[config.mk]
export PLATFORM = sky130hd
export DESIGN_NAME = ldl_fifo_wr_arb
export DESIGN_NICKNAME = d
export VERILOG_FILES = /design/src/rtl/ldl_fifo_pkg.sv /design/src/rtl/ldl_rr_pick.sv /design/src/rtl/ldl_fifo_wr_arb.sv
export SDC_FILE = /design/constraint.sdc
export NUM_CORES = 1
export LEC_CHECK = 0
export CAP_MARGIN = 20
export CORE_MARGIN = 2
export CORE_UTILIZATION = 25
export DETAILED_ROUTE_END_ITERATION = 12
export HOLD_SLACK_MARGIN = 0.03
export SLEW_MARGIN = 20
export SYNTH_ARGS = -nofsm -noshare
export SYNTH_HDL_FRONTEND = slang
export SYNTH_HIERARCHICAL = 1
export SYNTH_SLANG_ARGS = --single-unit
[constraint.sdc]
create_clock -name clk -period 2.5 [get_ports clk]
set_input_delay 0.5 -clock clk [delete_from_list [all_inputs] [get_ports clk]]
set_output_delay 0.5 -clock clk [all_outputs]
set_load 0.01 [all_outputs]
[src/rtl/ldl_fifo_pkg.sv]
// Shared types and helpers for the ldl FIFO arbiters.
// rr_pick scans ptr+1, ptr+2, ... modulo n, so the requester at ptr has the lowest priority.
package ldl_fifo_pkg;

  typedef enum logic {IDLE, BUSY} arb_st_e;

  localparam int RR_MAX_N = 16;

  typedef struct packed {
    logic       valid;
    logic [3:0] idx;
  } rr_pick_t;

  function automatic rr_pick_t rr_pick(input logic [RR_MAX_N-1:0] req,
                                       input logic [3:0] ptr,
                                       input int n);
    rr_pick_t res;
    int cand;
    res = '0;
    for (int k = 1; k <= RR_MAX_N; k++) begin
      cand = (int'(ptr) + k) % n;
      if (k <= n && !res.valid && req[cand]) begin
        res.valid = 1'b1;
        res.idx   = cand[3:0];
      end
    end
    return res;
  endfunction

endpackage

[src/rtl/ldl_rr_pick.sv]
// Combinational round-robin picker.
// It is shared by the write arbiter and by any later read-side arbiters.
module ldl_rr_pick
  import ldl_fifo_pkg::*;
#(
  parameter int N = 4,
  localparam int IW = $clog2(N)
) (
  input  logic [N-1:0]  req,
  input  logic [IW-1:0] ptr,
  output logic [N-1:0]  onehot,
  output logic [IW-1:0] idx,
  output logic          valid
);

  rr_pick_t pick;

  always_comb begin
    pick   = rr_pick(RR_MAX_N'(req), 4'(ptr), N);
    valid  = pick.valid;
    idx    = IW'(pick.idx);
    onehot = pick.valid ? (N'(1) << idx) : '0;
  end

endmodule

[src/rtl/ldl_fifo_wr_arb.sv]
// Packet-atomic round-robin arbiter sharing one FIFO write port between N requesters.
// A grant is held until an accepted last beat, or until MAXB beats have been accepted when MAXB is nonzero.
module ldl_fifo_wr_arb
  import ldl_fifo_pkg::*;
#(
  parameter int N    = 4,
  parameter int DW   = 8,
  parameter int MAXB = 0,
  parameter int CW   = 16,
  localparam int IW  = $clog2(N)
) (
  input  logic            clk,
  input  logic            rst_n,
  input  logic [N-1:0]    req,
  input  logic [N-1:0]    last,
  input  logic [N*DW-1:0] din,
  output logic [N-1:0]    gnt,
  input  logic            full,
  output logic            we,
  output logic [DW-1:0]   wd,
  output logic            busy,
  output logic [IW-1:0]   owner,
  output logic            trunc
);

  localparam bit            LIMITED   = (MAXB != 0);
  localparam logic [CW-1:0] LAST_BEAT = CW'(MAXB - 1);

  arb_st_e       state;
  logic [IW-1:0] rr_ptr;
  logic [CW-1:0] beat;
  logic [N-1:0]  pick_onehot;
  logic [IW-1:0] pick_idx;
  logic          pick_valid;

  ldl_rr_pick #(.N(N)) u_pick (
    .req    (req),
    .ptr    (rr_ptr),
    .onehot (pick_onehot),
    .idx    (pick_idx),
    .valid  (pick_valid)
  );

  assign busy = (state == BUSY);
  assign we   = busy & req[owner] & ~full;
  assign gnt  = we ? (N'(1) << owner) : '0;
  assign wd   = din[owner*DW +: DW];

  // The release cycle always returns to IDLE, which creates the one-cycle gap between packets.
  always_ff @(posedge clk or negedge rst_n) begin
    if (!rst_n) begin
      state  <= IDLE;
      owner  <= '0;
      rr_ptr <= IW'(N - 1);
      beat   <= '0;
      trunc  <= 1'b0;
    end else begin
      trunc <= 1'b0;
      case (state)
        IDLE: begin
          if (pick_valid) begin
            owner <= pick_idx;
            beat  <= '0;
            state <= BUSY;
          end
        end
        BUSY: begin
          if (we) begin
            if (last[owner]) begin
              state  <= IDLE;
              rr_ptr <= owner;
              beat   <= '0;
            end else if (LIMITED && beat == LAST_BEAT) begin
              state  <= IDLE;
              rr_ptr <= owner;
              beat   <= '0;
              trunc  <= 1'b1;
            end else if (beat != '1) begin
              beat <= beat + CW'(1);
            end
          end
        end
      endcase
    end
  end

  a_gnt_onehot:    assert property (@(posedge clk) disable iff (!rst_n) $onehot0(gnt));
  a_gnt_we:        assert property (@(posedge clk) disable iff (!rst_n) (gnt != '0) |-> we);
  a_we_not_full:   assert property (@(posedge clk) disable iff (!rst_n) we |-> !full);
  a_owner_stable:  assert property (@(posedge clk) disable iff (!rst_n)
                                    (state == BUSY) |=> (state == IDLE || $stable(owner)));
  a_idle_no_gnt:   assert property (@(posedge clk) disable iff (!rst_n) (state == IDLE) |-> (gnt == '0));
  a_pick_onehot:   assert property (@(posedge clk) disable iff (!rst_n) $onehot0(pick_onehot));

endmodule

==> results.md <==
* Final Hold Vio Count at 0
* Nets at 164
* CP endpoint kind: primary output
* Syn Inst Count at 57
* IO Pins at 60
* Status: completed
* Clock Skews at 0.006365 ns
* Die height at 54.08 um
* Critical Path Start: req[2]
* ANT nets after route at 0
* TNS Setup at 0 ns
* Final core utilization at 52.01%
* Clk_lat worst skew at 0.24 ns
* Max Freq at 414.8 MHz
* Fin crit share at 96.43%
* CTS H-tree depth at 1
* N_diodes at 0
* Unrepaired setup endpoints after global routing: no
* Crit path DAT at 1.91 ns
* Number of vias per cell at 4.687
* Syn nets at 100
* Layout cell share with drive strength beyond 1 at 25.83%
* Area growth from synthesis to layout at 101.8%
* CORE AREA at 2432 um2
* Largest net degree at the start of global routing at 14
* Starting density of the core at 25.77%
* Routed WL at 2414 um
* First DRT Iteration DRCs at 13
* PnR worst setup slack at 0.08936 ns
* Required time worst endpoint at 2.00 ns
* TritonCTS Sinks at 5
* Power Density at 824.2 nW/um2
* Clk buf depth at 2
* DR pass1 iterations at 4
* Syn Area/Cell at 11.00 um2
* CTS Hold Bufs at 0
* Peak supply drop at 0.0004138 V
* Place WS at -0.2326 ns
* Final HPWL DP at 2008 um
* Final total power at 1.043 mW
* Pleak at 0.5387 nW
* Ys Warns at 6
* Fill count at 226
* CP Max Fanout at 4
* Die area at 2924 um2
* Worst hold path type: in2async
* Initial antenna violation count at 0
* Port bufs at 58
* First-pass GRT wire length at 3387 um
* Setup crit start kind: input pin
* Clock transition at the registers of the reported paths at 0.05 ns
* RePlAce Congestion at 0.7865
* Crit Path Category: in2out
* Max Cap Viol at 0
* Minimum clock period at 2.411 ns
* GR Overflow Total at 0
* Avg WL per Cell at 16.09 um
* CTS Buf Count at 3
* Vias in the first global route at 639
* CTS root buffer: clkbuf_4
* DR vias at 703
* CTS tree: yes
* GRT Total Usage at 16.57%
* Die X at 54.08 um
* Post-route DRC at 0
* Final setup fails at 0
* Rows at 18
* Mapped Area at 626.9 um2
* Pins Over Slew Limit at 0
* Worst r2r src: owner[1]
* Final hold slack at 0.4821 ns
-- final timing paths --
path,to,slack (ns),depth (start not counted)
setup / recovery,we,0.09,5
hold / removal,owner[1],0.48,1
setup reg to reg,rr_ptr[1],0.77,4
hold reg to reg,busy,0.60,1
max in group asynchronous,rr_ptr[1],1.75,1
min in group clk,busy,0.60,1
-- final cells by class --
| type | count | area (um2) | area share (%) |
|---|---|---|---|
| Sequential cell | 5 | 127.6 | 10.09 |
| Timing Repair Buffer | 67 | 641.9 | 50.74 |
| Multi-Input combinational cell | 41 | 420.4 | 33.23 |
| Tap cell | 30 | 37.54 | 2.967 |
| Inverter | 3 | 11.26 | 0.8902 |
| Clock buffer | 4 | 26.28 | 2.077 |
-- cell usage in the layout, fill, tap and decap left out --
cell type,instances
dlymetal6s2s_1,2
or4b_4,1
mux2_2,2
clkbuf_1,1
dfstp_2,2
buf_4,9
clkbuf_4,3
and2b_1,2
o21a_1,1
mux4_2,9
inv_1,3
a21oi_1,2
nor2_1,6
clkdlybuf4s50_1,53
clkbuf_2,2
nand2_1,5
o21ai_1,2
a21bo_2,1
nand4b_1,1
mux2_4,2
conb_1,1
dfrtp_1,3
dlygate4sd2_1,1
mux2i_1,1
nor2b_1,1
o21ai_0,1
a211oi_1,2
o221ai_1,1
-- layer usage --
| layer | share of wire (%) | global-route usage [%] | routed length, um |
|---|---|---|---|
| met2 | 46 | 23.37 | 1106 |
| met1 | 44 | 23.04 | 1058 |
| met3 | 9.2 | 5.000 | 222 |
| met4 | 1.1 | 7.500 | 27 |
| met5 | 0 | 0 | 0 |
-- critical path: stages --
cell             delay [ns]
clkdlybuf4s50_1        0.49
mux2i_1                0.08
or4b_4                 0.51
nand2_1                0.07
dlygate4sd2_1          0.26
-- state kept, by name, indices dropped and copies added, names as in the netlist --
register / flops
busy: 1
rr_ptr: 2
owner: 2
-- timing repair --
| item | CTS | global route |
|---|---|---|
| gates resized for setup | 3 | 6 |
| setup buffers | 0 | 2 |
| setup endpoints to repair | 3 | 4 |
-- where the power goes --
group	leakage (nW)	internal [mW]	total (mW)	switching, mW
Combinational	0.469	0.483	0.768	0.285
Sequential	0.0542	0.131	0.182	0.0510
Clock	0.0150	0.0603	0.0922	0.0320
Total	0.539	0.675	1.04	0.368
-- per-stage QoR --
stage | instances | area (um2)
finish | 150 | 1265
CTS | 148 | 1252
global placement | 144 | 1230
global route | 150 | 1265
detailed placement | 144 | 1230
floorplan | 57 | 626.9
Note: power is estimated with default switching activity, not from simulation.
